<file path="src/rtl/control_pkg.sv">
// Shared constants and types for the multicycle control unit: instruction
// encodings, FSM state encoding, instruction classes and exception cause bits.
package control_pkg;

    localparam int OP_W  = 4;
    localparam int FN_W  = 4;
    localparam int EXC_W = 5;

    localparam logic [OP_W-1:0] OP_ALU  = 4'b0000;
    localparam logic [OP_W-1:0] OP_LW   = 4'b1000;
    localparam logic [OP_W-1:0] OP_SW   = 4'b1011;
    localparam logic [OP_W-1:0] OP_BLT  = 4'b0100;
    localparam logic [OP_W-1:0] OP_BGT  = 4'b0101;
    localparam logic [OP_W-1:0] OP_BEQ  = 4'b0110;
    localparam logic [OP_W-1:0] OP_JMP  = 4'b1100;
    localparam logic [OP_W-1:0] OP_HALT = 4'b1111;

    localparam logic [FN_W-1:0] FN_ADD = 4'b1111;
    localparam logic [FN_W-1:0] FN_SUB = 4'b1110;
    localparam logic [FN_W-1:0] FN_AND = 4'b1101;
    localparam logic [FN_W-1:0] FN_OR  = 4'b1100;
    localparam logic [FN_W-1:0] FN_MUL = 4'b0001;
    localparam logic [FN_W-1:0] FN_DIV = 4'b0010;
    localparam logic [FN_W-1:0] FN_SLL = 4'b1010;
    localparam logic [FN_W-1:0] FN_SLR = 4'b1011;
    localparam logic [FN_W-1:0] FN_ROL = 4'b1001;
    localparam logic [FN_W-1:0] FN_ROR = 4'b1000;

    localparam int EXC_INST_MEM   = 0;
    localparam int EXC_ALU        = 1;
    localparam int EXC_DATA_MEM   = 2;
    localparam int EXC_REG_FILE   = 3;
    localparam int EXC_ILLEGAL_OP = 4;

    typedef enum logic [2:0] {
        IDLE,
        FETCH,
        DECODE,
        EXEC,
        MEM,
        WB,
        HALTED
    } state_t;

    typedef enum logic [2:0] {
        CLS_ALU,
        CLS_LOAD,
        CLS_STORE,
        CLS_BRANCH,
        CLS_JUMP,
        CLS_HALT,
        CLS_ILLEGAL
    } op_class_t;

    // Shifts and rotates take their second operand from the immediate path.
    function automatic logic is_shift(input logic [FN_W-1:0] fn);
        return (fn == FN_SLL) || (fn == FN_SLR) || (fn == FN_ROL) || (fn == FN_ROR);
    endfunction

endpackage

</file>
<file path="src/rtl/ctrl_decode.sv">
// Purely combinational instruction classifier: turns an opcode/function pair
// into an instruction class, branch encoding, mux hints and the number of
// extra EXEC cycles a multicycle ALU operation needs.
module ctrl_decode
    import control_pkg::*;
#(
    parameter int OP_CODE_WIDTH        = 4,
    parameter int FUNCTION_CODE_WIDTH  = 4,
    parameter int BRANCH_CONTROL_WIDTH = 2,
    parameter int MUL_CYCLES           = 4,
    parameter int DIV_CYCLES           = 8,
    parameter int CNT_WIDTH            = 4
) (
    input  logic [OP_CODE_WIDTH-1:0]        op_code,
    input  logic [FUNCTION_CODE_WIDTH-1:0]  func_code,
    output op_class_t                       op_class,
    output logic [BRANCH_CONTROL_WIDTH-1:0] branch_code,
    output logic                            shift_op,
    output logic                            mul_div,
    output logic [CNT_WIDTH-1:0]            wait_count,
    output logic                            illegal
);

    // Classify the instruction; unknown opcodes are flagged illegal.
    always_comb begin
        op_class    = CLS_ILLEGAL;
        branch_code = '0;
        shift_op    = 1'b0;
        mul_div     = 1'b0;
        wait_count  = '0;
        illegal     = 1'b0;
        case (op_code)
            OP_ALU: begin
                op_class = CLS_ALU;
                shift_op = is_shift(func_code);
                if (func_code == FN_MUL) begin
                    mul_div    = 1'b1;
                    wait_count = CNT_WIDTH'(MUL_CYCLES - 1);
                end else if (func_code == FN_DIV) begin
                    mul_div    = 1'b1;
                    wait_count = CNT_WIDTH'(DIV_CYCLES - 1);
                end
            end
            OP_LW:   op_class = CLS_LOAD;
            OP_SW:   op_class = CLS_STORE;
            OP_BLT: begin
                op_class    = CLS_BRANCH;
                branch_code = BRANCH_CONTROL_WIDTH'(2'b11);
            end
            OP_BGT: begin
                op_class    = CLS_BRANCH;
                branch_code = BRANCH_CONTROL_WIDTH'(2'b10);
            end
            OP_BEQ: begin
                op_class    = CLS_BRANCH;
                branch_code = BRANCH_CONTROL_WIDTH'(2'b01);
            end
            OP_JMP:  op_class = CLS_JUMP;
            OP_HALT: op_class = CLS_HALT;
            default: begin
                op_class = CLS_ILLEGAL;
                illegal  = 1'b1;
            end
        endcase
    end

endmodule

</file>
<file path="src/rtl/multicycle_control.sv">
// Multicycle control unit: sequences each instruction through
// FETCH/DECODE/EXEC/MEM/WB, stretches MUL/DIV in EXEC, stalls on mem_ready and
// halts on any exception, keeping a sticky record of the causes.
module multicycle_control
    import control_pkg::*;
#(
    parameter int OP_CODE_WIDTH        = 4,
    parameter int FUNCTION_CODE_WIDTH  = 4,
    parameter int ALU_CONTROL_WIDTH    = 4,
    parameter int BRANCH_CONTROL_WIDTH = 2,
    parameter int MUL_CYCLES           = 4,
    parameter int DIV_CYCLES           = 8,
    parameter int CNT_WIDTH            = 4
) (
    input  logic                            clk,
    input  logic                            rst_n,
    input  logic [OP_CODE_WIDTH-1:0]        op_code,
    input  logic [FUNCTION_CODE_WIDTH-1:0]  func_code,
    input  logic                            mem_ready,
    input  logic                            exc_inst_memory,
    input  logic                            exc_alu,
    input  logic                            exc_data_memory,
    input  logic                            exc_reg_file,
    output logic                            ir_load,
    output logic                            pc_inc,
    output logic                            mem_rd,
    output logic                            mem_wrt,
    output logic                            jump,
    output logic [BRANCH_CONTROL_WIDTH-1:0] branch_control,
    output logic                            write_reg,
    output logic                            write_r0,
    output logic [ALU_CONTROL_WIDTH-1:0]    alu_control,
    output logic                            alu_a_src,
    output logic                            alu_b_src,
    output logic                            reg_wr_src,
    output logic                            halt,
    output logic                            busy,
    output logic [EXC_W-1:0]                exc_cause
);

    state_t state, next_state;

    logic [OP_CODE_WIDTH-1:0]        op_q;
    logic [FUNCTION_CODE_WIDTH-1:0]  func_q;
    logic [CNT_WIDTH-1:0]            cnt;

    logic [OP_CODE_WIDTH-1:0]        dec_op;
    logic [FUNCTION_CODE_WIDTH-1:0]  dec_func;
    op_class_t                       op_class;
    logic [BRANCH_CONTROL_WIDTH-1:0] branch_code;
    logic                            shift_op;
    logic                            mul_div;
    logic [CNT_WIDTH-1:0]            wait_count;
    logic                            illegal;

    logic [3:0]                      exc_flags;
    logic                            exc_active;
    logic                            exc_hit;
    logic [EXC_W-1:0]                new_cause;

    // DECODE classifies the live IR fields; later states use the captured copy.
    assign dec_op   = (state == DECODE) ? op_code   : op_q;
    assign dec_func = (state == DECODE) ? func_code : func_q;

    assign exc_flags  = {exc_reg_file, exc_data_memory, exc_alu, exc_inst_memory};
    assign exc_active = (state != IDLE) && (state != HALTED);
    assign exc_hit    = exc_active && (|exc_flags);

    assign new_cause = (exc_hit ? {1'b0, exc_flags} : '0)
                     | (((state == DECODE) && illegal) ? EXC_W'(1) << EXC_ILLEGAL_OP : '0);

    ctrl_decode #(
        .OP_CODE_WIDTH        (OP_CODE_WIDTH),
        .FUNCTION_CODE_WIDTH  (FUNCTION_CODE_WIDTH),
        .BRANCH_CONTROL_WIDTH (BRANCH_CONTROL_WIDTH),
        .MUL_CYCLES           (MUL_CYCLES),
        .DIV_CYCLES           (DIV_CYCLES),
        .CNT_WIDTH            (CNT_WIDTH)
    ) u_decode (
        .op_code     (dec_op),
        .func_code   (dec_func),
        .op_class    (op_class),
        .branch_code (branch_code),
        .shift_op    (shift_op),
        .mul_div     (mul_div),
        .wait_count  (wait_count),
        .illegal     (illegal)
    );

    // State register.
    always_ff @(posedge clk or negedge rst_n) begin
        if (!rst_n) begin
            state <= IDLE;
        end else begin
            state <= next_state;
        end
    end

    // Instruction latches, multicycle wait counter and sticky exception causes.
    always_ff @(posedge clk or negedge rst_n) begin
        if (!rst_n) begin
            op_q      <= '0;
            func_q    <= '0;
            cnt       <= '0;
            exc_cause <= '0;
        end else begin
            if (state == DECODE) begin
                op_q   <= op_code;
                func_q <= func_code;
                cnt    <= wait_count;
            end else if ((state == EXEC) && (cnt != '0)) begin
                cnt <= cnt - CNT_WIDTH'(1);
            end
            exc_cause <= exc_cause | new_cause;
        end
    end

    // Next-state logic; any exception overrides the normal sequence.
    always_comb begin
        next_state = state;
        unique case (state)
            IDLE:   next_state = FETCH;
            FETCH:  next_state = mem_ready ? DECODE : FETCH;
            DECODE: begin
                if (illegal || (op_class == CLS_HALT)) begin
                    next_state = HALTED;
                end else begin
                    next_state = EXEC;
                end
            end
            EXEC: begin
                case (op_class)
                    CLS_ALU:               next_state = (cnt == '0) ? WB : EXEC;
                    CLS_LOAD, CLS_STORE:   next_state = MEM;
                    default:               next_state = FETCH;
                endcase
            end
            MEM: begin
                if (mem_ready) begin
                    next_state = (op_class == CLS_LOAD) ? WB : FETCH;
                end
            end
            WB:     next_state = FETCH;
            HALTED: next_state = HALTED;
            default: next_state = IDLE;
        endcase
        if (exc_hit) begin
            next_state = HALTED;
        end
    end

    // Per-state control outputs, with side-effecting strobes suppressed on an exception.
    always_comb begin
        ir_load        = 1'b0;
        pc_inc         = 1'b0;
        mem_rd         = 1'b0;
        mem_wrt        = 1'b0;
        jump           = 1'b0;
        branch_control = '0;
        write_reg      = 1'b0;
        write_r0       = 1'b0;
        alu_control    = '0;
        alu_a_src      = 1'b0;
        alu_b_src      = 1'b0;
        reg_wr_src     = 1'b0;
        halt           = 1'b0;
        busy           = exc_active;
        unique case (state)
            FETCH: begin
                mem_rd  = 1'b1;
                ir_load = mem_ready;
                pc_inc  = mem_ready;
            end
            EXEC: begin
                case (op_class)
                    CLS_ALU: begin
                        alu_control = ALU_CONTROL_WIDTH'(func_q);
                        alu_b_src   = shift_op;
                    end
                    CLS_LOAD, CLS_STORE: begin
                        alu_a_src   = 1'b1;
                        alu_control = ALU_CONTROL_WIDTH'(FN_ADD);
                    end
                    CLS_BRANCH: branch_control = branch_code;
                    CLS_JUMP:   jump = 1'b1;
                    default: ;
                endcase
            end
            MEM: begin
                alu_a_src   = 1'b1;
                alu_control = ALU_CONTROL_WIDTH'(FN_ADD);
                mem_rd      = (op_class == CLS_LOAD);
                mem_wrt     = (op_class == CLS_STORE);
            end
            WB: begin
                write_reg   = 1'b1;
                write_r0    = mul_div;
                reg_wr_src  = (op_class == CLS_LOAD);
                alu_control = ALU_CONTROL_WIDTH'(func_q);
            end
            HALTED: halt = 1'b1;
            default: ;
        endcase
        if (exc_hit) begin
            write_reg      = 1'b0;
            write_r0       = 1'b0;
            mem_wrt        = 1'b0;
            pc_inc         = 1'b0;
            ir_load        = 1'b0;
            jump           = 1'b0;
            branch_control = '0;
        end
    end

endmodule

</file>
<file path="config.mk">
export PLATFORM = sky130hd
export DESIGN_NAME = multicycle_control
export DESIGN_NICKNAME = d
export VERILOG_FILES = /design/src/rtl/control_pkg.sv /design/src/rtl/ctrl_decode.sv /design/src/rtl/multicycle_control.sv
export SDC_FILE = /design/constraint.sdc
export NUM_CORES = 1
export LEC_CHECK = 0
export BUFFER_PORTS_ARGS = -buffer_cell sky130_fd_sc_hd__buf_2
export CAP_MARGIN = 20
export CORE_ASPECT_RATIO = 1.4
export CORE_UTILIZATION = 51
export CTS_CLUSTER_DIAMETER = 200
export DETAILED_ROUTE_END_ITERATION = 8
export GPL_TIMING_DRIVEN = 0
export PLACE_DENSITY_LB_ADDON = 0.3
export SLEW_MARGIN = 20
export SYNTH_ARGS = -nofsm -noshare
export SYNTH_HDL_FRONTEND = slang
export SYNTH_SLANG_ARGS = --single-unit
</file>
<file path="constraint.sdc">
create_clock -name clk -period 2.2 [get_ports clk]
set_clock_uncertainty 0.05 [all_clocks]
set_input_delay 0.11 -clock clk [delete_from_list [all_inputs] [get_ports clk]]
set_output_delay 0.11 -clock clk [all_outputs]
set_load 0.01 [all_outputs]
</file>
==> results of run 1 <==
==> metal layers <==
metal	GRT usage, %	vias to the layer above	routed length, µm
met5	0	-	0
met4	12.5	0	136
met3	2.91	17	260
met2	48.4	95	1960
met1	35.8	663	1410
li1	-	672	-
==> report_power, final <==
part	internal (mW)	switching, mW	leakage [nW]	total, mW
clock	0.0641	0.113	0.0138	0.177
sequential	0.380	0.0123	0.237	0.392
combinational	0.0416	0.0553	0.589	0.0969
==> registers in the layout (all words and copies together), names as in the netlist <==
name	count
state	3
op_q	4
func_q	4
cnt	4
exc_cause	5
==> stage by stage <==
step / hold slack, ns / worst slack, ns
2_1_floorplan: -0.236 / 0.412
3_3_place_gp: 0.0244 / 0.255
3_5_place_dp: 0.0347 / 0.226
4_1_cts: 0.0164 / -0.00564
5_1_grt: 0.0284 / -0.0661
6_report: 0.0353 / 0.0148
==> worst register-to-register path: stages (launching register included) <==
cell and delay [ns]:
dfrtp_2 0.48, or3b_4 0.44, nor4_4 0.35, nor4b_1 0.11, or3_1 0.33
==> cells in the final DEF, fill, tap and decap left out, types with 2 or more instances in the layout <==
cell and count:
nand2b_1 4, clkbuf_1 2, o21a_1 2, buf_4 5
dfrtp_1 19, dlygate4sd3_1 7, mux2_4 2, o22a_1 2
and2_1 3, o22ai_1 2, xor2_1 4, nand3_1 8
nor3_1 7, o21ai_2 3, a21oi_1 7, or3_1 2
nor4b_1 2, nand2_1 31, o221ai_1 2, nand3b_1 2
buf_2 39, clkbuf_4 4, a21o_1 4, nor4_4 2
inv_1 5, nor2_1 12, o21ai_1 2, nor2b_1 3
nor4_1 4
==> layout make-up <==
class	count	area, µm²
multi-input combinational	128	815
inverter	5	18.8
tap	34	42.5
fill	191	699
clock buffer	3	22.5
buffer	7	40.0
timing repair buffer	47	278
sequential	20	502
==> repair_timing <==
action	4_1_cts	5_1_grt
hold buffers	7	0
endpoints found under the hold margin	26	0
gates resized for setup	7	10
pin swaps	1	4
setup buffers	0	3
setup endpoints to repair	10	11
==> worst paths after layout <==
path                                    from           end  slack, ns  depth (start not counted)
worst max register to register      state[0]      state[0]       0.33                          4
min in group asynchronous              rst_n       op_q[3]       0.21                          2
worst max-delay path                state[0]      write_r0       0.01                          5
worst min-delay path            func_code[2]     func_q[2]       0.04                          3
worst min register to register  exc_cause[1]  exc_cause[1]       0.42                          1
max in group asynchronous              rst_n      state[0]       1.55                          2
==> kinds of logic after synthesis <==
group / share of synthesized area (%)
and+or+nand+nor: 37.7
AOI/OAI and AO/OA: 14.3
DFF: 37.9
buffers and inverters: 4.17
xor gates and xnor gates: 3.31
muxes: 1.70
adders and majority gates: 0.947
==> metrics.json, run 1 <==
{
  "grt_antenna_before_repair": {"value": 0},
  "htree_num_levels": {"value": 1},
  "via_per_inst": {"value": 5.93},
  "finished_cell_area": {"value": 0.00172, "unit": "mm²"},
  "insertedDiodeCount": {"value": 0},
  "total_power": {"value": 0.666, "unit": "mW"},
  "leading_post_synthesis_cells_by_instance_count": {"value": "nand2_1, dfrtp_1, nor2_1"},
  "synth_top_area_share": {"value": 37.9, "unit": "%"},
  "ys_seq_area_share": {"value": 37.9, "unit": "%"},
  "final_util": {"value": 71.1, "unit": "%"},
  "crit_path_max_incr_delay": {"value": 0.48, "unit": "ns"},
  "synth_area_leaders": {"value": "dfrtp_1, nand2_1, nor2_1"},
  "route.antenna.remaining_nets": {"value": 0},
  "count_of_mapped_cells_out_of_synthesis": {"value": 161},
  "synth.yosys.warnings": {"value": 0},
  "place.port_buffers": {"value": 37},
  "status": {"value": "finished clean"},
  "floorplan.die_area": {"value": 0.00280, "unit": "mm²"},
  "family_of_cells_with_the_greatest_summed_delay_on_the_critical_path": {"value": "simple AND/OR/NAND/NOR gates"},
  "final-max-slew-violation-count": {"value": 0},
  "cts_made_buffers": {"value": 3},
  "track_usage": {"value": 28.8, "unit": "%"},
  "yosys.cell_types.count": {"value": 42},
  "setup_viol": {"value": 0},
  "cp_max_fo": {"value": 7},
  "via_count": {"value": 1447},
  "synthArstFlopShare": {"value": 100, "unit": "%"},
  "hold_viol_final": {"value": 0},
  "power.density": {"value": 388, "unit": "mW/mm²"},
  "cp_cell_sequence": {"value": "nor3b_4 -> mux2_4 -> xor2_1 -> and4b_1 -> buf_2"},
  "slew_headroom": {"value": 67.8, "unit": "%"},
  "cts_root_buffer": {"value": "clkbuf_4"},
  "global_route.overflow_total": {"value": 0},
  "final_net_count": {"value": 228},
  "start_util": {"value": 54.7, "unit": "%"},
  "latest_clock_arrival_within_the_worst_skew_pair": {"value": 0.31, "unit": "ns"},
  "maxClockFrequency": {"value": 458, "unit": "MHz"},
  "synth_enable_flop_cells": {"value": 0},
  "period_share": {"value": 99.3, "unit": "%"},
  "syn-cell-area": {"value": 0.00132, "unit": "mm²"},
  "tightest_slew": {"value": 0.480, "unit": "ns"},
  "final_period_minus_worst_setup_slack": {"value": 2.19, "unit": "ns"},
  "clock-sinks": {"value": 20},
  "gp_congestion": {"value": 0.952},
  "yosys_register_bits": {"value": 20},
  "synth_top_flop_cell": {"value": "dfrtp_1"},
  "tightest_hold_check_type": {"value": "in2reg"},
  "crit_path_end_kind": {"value": "output pin"},
  "ir_worst_vdd": {"value": 0.370, "unit": "mV"},
  "stdcell_count": {"value": 244},
  "yosys.cell_count.top_type": {"value": "nand2_1"},
  "worstPathRequired": {"value": 2.04, "unit": "ns"},
  "setup_total_negative_slack": {"value": 0, "unit": "ns"},
  "placement_rows": {"value": 21},
  "die_width": {"value": 45.0, "unit": "µm"},
  "clock_tree_from_tritoncts": {"value": "built"},
  "placedCellCount": {"value": 232},
  "drt-pass1-iter-count": {"value": 4},
  "postSynthNetCount": {"value": 177},
  "area_growth": {"value": 30.0, "unit": "%"},
  "first_global_vias": {"value": 1385},
  "syn-mean-instance-area": {"value": 8.21, "unit": "µm²"},
  "path_clk_slew": {"value": 0.11, "unit": "ns"},
  "largest_buffer_count_on_any_clock_path": {"value": 2},
  "drt-total-wl": {"value": 3760, "unit": "µm"},
  "drt-wirelength-per-cell": {"value": 15.4, "unit": "µm"},
  "hpwlAfterDp": {"value": 2750, "unit": "µm"},
  "core_region_area": {"value": 0.00242, "unit": "mm²"},
  "die_height": {"value": 62.2, "unit": "µm"},
  "combined_buffer_and_inverter_count_along_the_critical_path": {"value": 1},
  "drc_errors": {"value": 0},
  "final_layout_size_suffix_gt1_share": {"value": 30.0, "unit": "%"},
  "timing.critical_path.slowest_stage_cell": {"value": "dfrtp_2"},
  "grt_pass1_wl": {"value": 6020, "unit": "µm"},
  "cp.arrival": {"value": 2.03, "unit": "ns"},
  "grt_max_degree": {"value": 21},
  "leakagePower": {"value": 0.839, "unit": "nW"},
  "initialDrtViolationCount": {"value": 111},
  "grt_setup_unrepaired": {"value": "yes"},
  "synth_largest_area_cell": {"value": "dfrtp_1"},
  "timing.setup.critical_path_class": {"value": "reg2out"},
  "boundaryPins": {"value": 38},
  "dpl_cell_area": {"value": 0.00155, "unit": "mm²"},
  "drv_cap": {"value": 0},
  "timing.critical_path.from_type": {"value": "flop"}
}
(Power assumes the default switching activity.)
==> inputs of run 2 (changes only) <==
--- a/config.mk
+++ b/config.mk
@@ -7,8 +7,10 @@
 export LEC_CHECK = 0
 export BUFFER_PORTS_ARGS = -buffer_cell sky130_fd_sc_hd__buf_2
 export CAP_MARGIN = 20
+export CELL_PAD_IN_SITES_DETAIL_PLACEMENT = 0
+export CELL_PAD_IN_SITES_GLOBAL_PLACEMENT = 2
 export CORE_ASPECT_RATIO = 1.4
-export CORE_UTILIZATION = 51
+export CORE_UTILIZATION = 29
 export CTS_CLUSTER_DIAMETER = 200
 export DETAILED_ROUTE_END_ITERATION = 8
 export GPL_TIMING_DRIVEN = 0
==> run 2 against run 1 <==
Compared with the run above:
- cell count is 7.4% higher
- core utilization is 32 points lower
- clock power is 38% higher
- die area is 73% higher
- critical path depth is 1 higher
- largest power group unchanged
==> metrics.json, run 2 (same netlist as run 1, synthesis figures left out) <==
{
  "leakagePower": {"value": 0.803, "unit": "nW", "change": "was 0.839 nW"},
  "drt-pass1-iter-count": {"value": 5, "change": "was 4"},
  "drc_errors": {"value": 0, "change": "unchanged"},
  "final_common_cell": {"value": "buf_2", "change": "unchanged"},
  "postLayoutSetupSlackWorst": {"value": 0.112, "unit": "ns", "change": "was 0.0148 ns"},
  "area_growth": {"value": 25.9, "unit": "%", "change": "was 30.0%"},
  "floorplan.die_area": {"value": 0.00483, "unit": "mm²", "change": "was 0.00280 mm²"},
  "timing.critical_path.from_type": {"value": "flop", "change": "unchanged"},
  "fillerInstances": {"value": 480, "change": "was 191"},
  "drt-wirelength-per-cell": {"value": 13.8, "unit": "µm", "change": "was 15.4 µm"},
  "cts_root_buffer": {"value": "clkbuf_8", "change": "was clkbuf_4"},
  "die_height": {"value": 81.9, "unit": "µm", "change": "was 62.2 µm"},
  "cp_max_fo": {"value": 10, "change": "was 7"},
  "grt_max_degree": {"value": 21, "change": "unchanged"},
  "period_share": {"value": 94.9, "unit": "%", "change": "was 99.3%"},
  "drv_cap": {"value": 0, "change": "unchanged"},
  "cell_repeated_most_along_the_worst_path": {"value": "buf_2"},
  "tightest_hold_check_type": {"value": "in2reg", "change": "unchanged"},
  "via_per_inst": {"value": 5.03, "change": "was 5.93"},
  "cp_cell_sequence": {"value": "or3b_4 -> buf_2 -> nor2_1 -> o21ai_1 -> nor3_1 -> buf_2", "change": "was nor3b_4 -> mux2_4 -> xor2_1 -> and4b_1 -> buf_2"},
  "global_route.overflow_total": {"value": 0, "change": "unchanged"},
  "top_register": {"value": "exc_cause", "change": "unchanged"},
  "clock-sinks": {"value": 20, "change": "unchanged"},
  "core_region_area": {"value": 0.00431, "unit": "mm²", "change": "was 0.00242 mm²"},
  "route.antenna.remaining_nets": {"value": 0, "change": "unchanged"},
  "crit_path_end_kind": {"value": "output pin", "change": "unchanged"},
  "slew_headroom": {"value": 55.0, "unit": "%", "change": "was 67.8%"},
  "status": {"value": "finished clean", "change": "unchanged"},
  "area_occupied_by_multi_input_gates": {"value": 790, "unit": "µm²", "change": "was 815 µm²"},
  "drt-total-wl": {"value": 3630, "unit": "µm", "change": "was 3760 µm"},
  "grt_antenna_before_repair": {"value": 0, "change": "unchanged"},
  "timing.critical_path.slowest_stage_cell": {"value": "dfrtp_2", "change": "unchanged"},
  "tightest_slew": {"value": 0.669, "unit": "ns", "change": "was 0.480 ns"},
  "gp_congestion": {"value": 0.774, "change": "was 0.952"},
  "crit_path_max_incr_delay": {"value": 0.46, "unit": "ns", "change": "was 0.48 ns"},
  "final_cell_mix": {"value": "buf_2, nand2_1, dfrtp_1, nor2_1", "change": "was buf_2, nand2_1, dfrtp_1, nor2_1, nand3_1"},
  "maxClockFrequency": {"value": 479, "unit": "MHz", "change": "was 458 MHz"},
  "cp.arrival": {"value": 1.93, "unit": "ns", "change": "was 2.03 ns"},
  "initialDrtViolationCount": {"value": 29, "change": "was 111"},
  "htree_num_levels": {"value": 1, "change": "unchanged"},
  "grt_pass1_wl": {"value": 6330, "unit": "µm", "change": "was 6020 µm"},
  "final_net_count": {"value": 220, "change": "was 228"},
  "hpwlAfterDp": {"value": 2910, "unit": "µm", "change": "was 2750 µm"},
  "final_layout_size_suffix_gt1_share": {"value": 28.7, "unit": "%", "change": "was 30.0%"},
  "grt_setup_unrepaired": {"value": "yes", "change": "unchanged"},
  "setup_viol": {"value": 0, "change": "unchanged"},
  "power.density": {"value": 432, "unit": "mW/mm²", "change": "was 388 mW/mm²"},
  "path_clk_slew": {"value": 0.07, "unit": "ns", "change": "was 0.11 ns"},
  "cts_made_buffers": {"value": 3, "change": "unchanged"},
  "via_count": {"value": 1319, "change": "was 1,447"},
  "largest_buffer_count_on_any_clock_path": {"value": 2, "change": "unchanged"},
  "die_width": {"value": 59.0, "unit": "µm", "change": "was 45.0 µm"},
  "placement_rows": {"value": 28, "change": "was 21"},
  "boundaryPins": {"value": 38, "change": "unchanged"},
  "dpl_cell_area": {"value": 0.00158, "unit": "mm²", "change": "was 0.00155 mm²"},
  "place_worst_setup_slack": {"value": 0.239, "unit": "ns", "change": "was 0.226 ns"},
  "timing.reg2reg.worst_path_depth": {"value": 4, "change": "unchanged"},
  "final_period_minus_worst_setup_slack": {"value": 2.09, "unit": "ns", "change": "was 2.19 ns"},
  "place.port_buffers": {"value": 37, "change": "unchanged"},
  "ir_worst_vdd": {"value": 0.330, "unit": "mV", "change": "was 0.370 mV"},
  "start_util": {"value": 30.7, "unit": "%", "change": "was 54.7%"},
  "worst_hold_path.num_cells": {"value": 2, "change": "was 3"},
  "insertedDiodeCount": {"value": 0, "change": "unchanged"},
  "final-max-slew-violation-count": {"value": 0, "change": "unchanged"},
  "latest_clock_arrival_within_the_worst_skew_pair": {"value": 0.26, "unit": "ns", "change": "was 0.31 ns"},
  "sequential_cell_area": {"value": 502, "unit": "µm²", "change": "unchanged"},
  "largest_register_ff_count": {"value": 5, "change": "unchanged"},
  "clock_tree_from_tritoncts": {"value": "built", "change": "unchanged"},
  "first_global_vias": {"value": 1421, "change": "was 1,385"},
  "finished_cell_area": {"value": 0.00166, "unit": "mm²", "change": "was 0.00172 mm²"},
  "timing.setup.critical_path_class": {"value": "reg2out", "change": "unchanged"},
  "hold_viol_final": {"value": 0, "change": "unchanged"},
  "track_usage": {"value": 16.9, "unit": "%", "change": "was 28.8%"},
  "worstPathRequired": {"value": 2.04, "unit": "ns", "change": "about the same"}
}
[run 2: through the flow]
step                      std cells  hold slack, ns  power [mW]  TNS [ns]  utilization [%]
after global placement          258          0.0441       0.479         0             36.7
after detailed placement        258          0.0530       0.481         0             36.7
after CTS                       262          0.0337       0.728         0             38.1
final                           262          0.0361       0.718         0             38.6
after global routing            262          0.0442       0.754   -0.0340             38.6
after floorplan                 161          -0.236       0.437         0                -
[run 2: path summary, 6_finish.rpt]
check,endpoint,startpoint,slack (ns)
worst max-delay path,mem_wrt,state[0],0.11
min in group asynchronous,cnt[1],rst_n,0.31
worst min register to register,exc_cause[0],exc_cause[0],0.41
worst max register to register,state[0],state[0],0.36
worst min-delay path,exc_cause[1],exc_alu,0.04
max in group asynchronous,state[0],rst_n,1.43
[run 2: worst max-delay path, delay by kind of cell (launching register included)]
| kind | cells | cell delay [ns] |
|---|---|---|
| simple gates | 3 | 0.77 |
| flops | 1 | 0.46 |
| compound gates | 1 | 0.06 |
| buf+inv | 2 | 0.37 |
[run 2: what timing repair did]
| action | CTS | global route |
|---|---|---|
| hold endpoints to repair | 20 | 0 |
| pin swaps | 0 | 1 |
| buffers inserted | 0 | 1 |
| gates resized for setup | 3 | 5 |
| endpoints found under the setup margin | 4 | 10 |
| hold buffers | 1 | 0 |
[run 2: cell type report]
cell class	count	area share, %
buffer	7	2.03
clock buffer	3	2.48
inverter	5	1.13
multi-input combinational	128	47.5
sequential	20	30.2
tap	60	4.51
timing repair buffer	39	12.2
[run 2: per-layer routing]
metal  wire (µm)  vias to the layer above  track usage, %  part of all wire (%)
met5           0                        -               0                     0
met1        1590                      617            20.1                    44
met2        1870                       39            31.9                    52
li1            -                      659               -                     -
met4          34                        0            2.86                  0.94
met3         129                        4            2.52                   3.6
[run 2: power by group]
| part | switching [mW] | internal [mW] |
|---|---|---|
| sequential | 0.0116 | 0.380 |
| clock | 0.122 | 0.122 |
| combinational | 0.0497 | 0.0334 |
==> inputs of run 3 (changes only) <==
--- a/config.mk
+++ b/config.mk
@@ -10,10 +10,9 @@
 export CELL_PAD_IN_SITES_DETAIL_PLACEMENT = 0
 export CELL_PAD_IN_SITES_GLOBAL_PLACEMENT = 2
 export CORE_ASPECT_RATIO = 1.4
-export CORE_UTILIZATION = 29
+export CORE_UTILIZATION = 31
 export CTS_CLUSTER_DIAMETER = 200
 export DETAILED_ROUTE_END_ITERATION = 8
-export GPL_TIMING_DRIVEN = 0
 export PLACE_DENSITY_LB_ADDON = 0.3
 export SLEW_MARGIN = 20
 export SYNTH_ARGS = -nofsm -noshare
==> constraint.sdc (replaced) <==
create_clock -name clk -period 2.5 [get_ports clk]
set_clock_uncertainty 0.05 [all_clocks]
set_input_delay 0.125 -clock clk [delete_from_list [all_inputs] [get_ports clk]]
set_output_delay 0.125 -clock clk [all_outputs]
set_load 0.01 [all_outputs]
==> run 3 against run 2 <==
Compared with the run above:
- the run now ends with DRC left
- first-iteration DRC count is 76% higher
- sequential power down 12%
- clock power up 35%
- largest cell class unchanged
==> metrics.json, run 3 (same netlist as run 1, synthesis figures left out) <==
{
  "p_clk_share": {"value": 44.1, "unit": "%", "change": "was 33.9%"},
  "top_register": {"value": "exc_cause", "change": "unchanged"},
  "final_net_count": {"value": 214, "change": "was 220"},
  "placement_rows": {"value": 27, "change": "was 28"},
  "r2r-end": {"value": "state[0]", "change": "unchanged"},
  "cp_max_fo": {"value": 16, "change": "was 10"},
  "route.antenna.remaining_nets": {"value": 0, "change": "unchanged"},
  "die_width": {"value": 57.2, "unit": "µm", "change": "was 59.0 µm"},
  "rrSetupSlack": {"value": 0.53, "unit": "ns", "change": "was 0.36 ns"},
  "leakagePower": {"value": 0.802, "unit": "nW", "change": "was 0.803 nW"},
  "detail_route.wirelength.met1": {"value": 1620, "unit": "µm", "change": "was 1590 µm"},
  "place.port_buffers": {"value": 37, "change": "unchanged"},
  "grt_max_degree": {"value": 21, "change": "unchanged"},
  "core_region_area": {"value": 0.00402, "unit": "mm²", "change": "was 0.00431 mm²"},
  "global_route.overflow_total": {"value": 0, "change": "unchanged"},
  "boundaryPins": {"value": 38, "change": "unchanged"},
  "hpwlAfterDp": {"value": 2890, "unit": "µm", "change": "was 2910 µm"},
  "tightest_hold_check_type": {"value": "in2reg", "change": "unchanged"},
  "combined_buffer_and_inverter_count_along_the_critical_path": {"value": 2, "change": "unchanged"},
  "worstHoldEndpoint": {"value": "exc_cause[1]", "change": "unchanged"},
  "hold_path_startpoint": {"value": "exc_alu", "change": "unchanged"},
  "power.switching": {"value": 0.170, "unit": "mW", "change": "was 0.183 mW"},
  "final_cell_mix": {"value": "buf_2, nand2_1, dfrtp_1, nor2_1", "change": "unchanged"},
  "die_height": {"value": 79.2, "unit": "µm", "change": "was 81.9 µm"},
  "maxUsedRoutingLayer": {"value": "met4", "change": "unchanged"},
  "drt-wirelength-per-cell": {"value": 15.3, "unit": "µm", "change": "was 13.8 µm"},
  "path_clk_slew": {"value": 0.08, "unit": "ns", "change": "was 0.07 ns"},
  "via_count": {"value": 1301, "change": "was 1,319"},
  "timing.rr.start": {"value": "state[1]", "change": "was state[0]"},
  "cts_made_buffers": {"value": 3, "change": "unchanged"},
  "worstPathRequired": {"value": 2.33, "unit": "ns", "change": "was 2.04 ns"},
  "place_worst_setup_slack": {"value": 0.499, "unit": "ns", "change": "was 0.239 ns"},
  "htree_num_levels": {"value": 1, "change": "unchanged"},
  "gp_congestion": {"value": 0.782, "change": "was 0.774"},
  "grt_setup_unrepaired": {"value": "no", "change": "was yes"},
  "hold_viol_final": {"value": 0, "change": "unchanged"},
  "floorplan.die_area": {"value": 0.00453, "unit": "mm²", "change": "was 0.00483 mm²"},
  "track_usage": {"value": 17.5, "unit": "%", "change": "was 16.9%"},
  "sequential_cell_area": {"value": 500, "unit": "µm²", "change": "was 502 µm²"},
  "drc_errors": {"value": 1, "change": "was 0"},
  "grt_pass1_wl": {"value": 6260, "unit": "µm", "change": "was 6330 µm"},
  "cts_root_buffer": {"value": "clkbuf_8", "change": "unchanged"},
  "timing.critical_path.slowest_stage_cell": {"value": "dfrtp_1", "change": "was dfrtp_2"},
  "final_period_minus_worst_setup_slack": {"value": 2.28, "unit": "ns"},
  "start_util": {"value": 32.9, "unit": "%", "change": "was 30.7%"},
  "via_per_inst": {"value": 5.42, "change": "was 5.03"},
  "status": {"value": "finished with violations", "change": "was finished clean"},
  "final_util": {"value": 40.3, "unit": "%", "change": "was 38.6%"},
  "cp-startpoint": {"value": "state[1]", "change": "was state[0]"},
  "final-max-slew-violation-count": {"value": 0, "change": "unchanged"},
  "period_share": {"value": 91.3, "unit": "%"},
  "cts_post_setup_buffers_inserted": {"value": 0, "change": "unchanged"},
  "area_occupied_by_multi_input_gates": {"value": 766, "unit": "µm²", "change": "was 790 µm²"},
  "fillerInstances": {"value": 432, "change": "was 480"},
  "final_common_cell": {"value": "buf_2", "change": "unchanged"},
  "dpl_cell_area": {"value": 0.00154, "unit": "mm²", "change": "was 0.00158 mm²"},
  "combPwrFrac": {"value": 9.8, "unit": "%", "change": "was 11.6%"},
  "clock-sinks": {"value": 20, "change": "unchanged"},
  "failed_checks": {"value": "DRC"},
  "crit_path_end_kind": {"value": "output pin", "change": "unchanged"},
  "tightest_slew": {"value": 0.667, "unit": "ns", "change": "was 0.669 ns"},
  "final_layout_size_suffix_gt1_share": {"value": 25.9, "unit": "%", "change": "was 28.7%"},
  "grt_antenna_before_repair": {"value": 0, "change": "unchanged"},
  "wl_met3": {"value": 133, "unit": "µm", "change": "was 129 µm"},
  "largest_register_ff_count": {"value": 5, "change": "unchanged"},
  "largest_buffer_count_on_any_clock_path": {"value": 2, "change": "unchanged"},
  "initialDrtViolationCount": {"value": 51, "change": "was 29"},
  "timing.critical_path.from_type": {"value": "flop", "change": "unchanged"},
  "clock_tree_from_tritoncts": {"value": "built", "change": "unchanged"},
  "cp_cell_sequence": {"value": "nor3b_2 -> buf_4 -> mux2_2 -> xor2_1 -> and4b_1 -> buf_2", "change": "was or3b_4 -> buf_2 -> nor2_1 -> o21ai_1 -> nor3_1 -> buf_2"},
  "family_of_cells_with_the_greatest_summed_delay_on_the_critical_path": {"value": "flip-flops", "change": "was simple AND/OR/NAND/NOR gates"},
  "timing.setup.critical_path_class": {"value": "reg2out", "change": "unchanged"},
  "insertedDiodeCount": {"value": 0, "change": "unchanged"},
  "crit_path_max_incr_delay": {"value": 0.54, "unit": "ns", "change": "was 0.46 ns"},
  "worst_hold_path.num_cells": {"value": 2, "change": "unchanged"},
  "p_seq_share": {"value": 46.1, "unit": "%", "change": "was 54.5%"},
  "latest_clock_arrival_within_the_worst_skew_pair": {"value": 0.26, "unit": "ns", "change": "about the same"},
  "timing.reg2reg.worst_path_depth": {"value": 4, "change": "unchanged"},
  "maxClockFrequency": {"value": 438, "unit": "MHz"},
  "postLayoutSetupSlackWorst": {"value": 0.218, "unit": "ns", "change": "was 0.112 ns"},
  "drv_cap": {"value": 0, "change": "unchanged"},
  "ir_worst_vdd": {"value": 0.167, "unit": "mV", "change": "was 0.330 mV"},
  "routed-wl-met2": {"value": 1910, "unit": "µm", "change": "was 1870 µm"},
  "internal-power": {"value": 0.577, "unit": "mW", "change": "was 0.535 mW"},
  "setup_viol": {"value": 0, "change": "unchanged"},
  "drt-total-wl": {"value": 3670, "unit": "µm", "change": "was 3630 µm"},
  "ctsResizeCount": {"value": 0, "change": "was 3"},
  "setup_total_negative_slack": {"value": 0, "unit": "ns", "change": "unchanged"},
  "first_global_vias": {"value": 1306, "change": "was 1,421"},
  "finished_cell_area": {"value": 0.00162, "unit": "mm²", "change": "was 0.00166 mm²"},
  "cp.arrival": {"value": 2.11, "unit": "ns", "change": "was 1.93 ns"},
  "slew_headroom": {"value": 55.1, "unit": "%", "change": "was 55.0%"},
  "area_growth": {"value": 22.6, "unit": "%", "change": "was 25.9%"},
  "power.density": {"value": 461, "unit": "mW/mm²", "change": "was 432 mW/mm²"},
  "power.switching_fraction": {"value": 22.7, "unit": "%", "change": "was 25.5%"},
  "drt-pass1-iter-count": {"value": 6, "change": "was 5"}
}
run 3: how the worst max path moves through the flow:
stage,endpoint,slack (ns),cells past startpoint
after global routing,alu_control[3],0.09,5
after floorplan,alu_b_src,0.70,5
after global placement,alu_control[3],0.57,5
after CTS,alu_control[3],0.21,5
final,write_r0,0.22,6
after detailed placement,alu_control[3],0.50,5
run 3: metrics by stage:
step / power (mW) / instances / hold slack (ns)
2_1_floorplan: 0.384 / 161 / -0.221
3_3_place_gp: 0.422 / 235 / 0.0566
3_5_place_dp: 0.424 / 235 / 0.0655
4_1_cts: 0.759 / 240 / 0.0455
5_1_grt: 0.780 / 240 / 0.0560
6_report: 0.747 / 240 / 0.0488
run 3: metal layers:
| layer | vias to the layer above | global-route usage (%) |
|---|---|---|
| li1 | 644 | - |
| met1 | 624 | 22.9 |
| met2 | 31 | 31.5 |
| met3 | 2 | 1.63 |
| met4 | 0 | 2.93 |
| met5 | - | 0 |
run 3: worst reg2reg max path, delay by kind of cell, from the launching register on:
kind | cells | cell delay, ns
and+or+nand+nor | 4 | 1.27
DFF | 1 | 0.54
run 3: final cells by class:
type	instances	share of cell area, %
multi-input cells	128	47.3
flip-flops and latches	20	30.9
repair buffers	40	13.0
well taps	43	3.32
clock buffers	3	2.55
clock inverters	1	1.85
inverters	5	1.16
run 3: what timing repair did:
item	4_1_cts	5_1_grt
setup endpoints to repair	0	0
endpoints found under the hold margin	20	0
hold buffers	1	0
run 3: power by group through the flow:
stage               Sequential [mW]  Combinational (mW)  Clock [mW]
floorplan                     0.349              0.0356           0
global placement              0.350              0.0716           0
detailed placement            0.351              0.0732           0
CTS                           0.344              0.0746       0.341
global route                  0.346              0.0819       0.353
finish                        0.344              0.0728       0.330
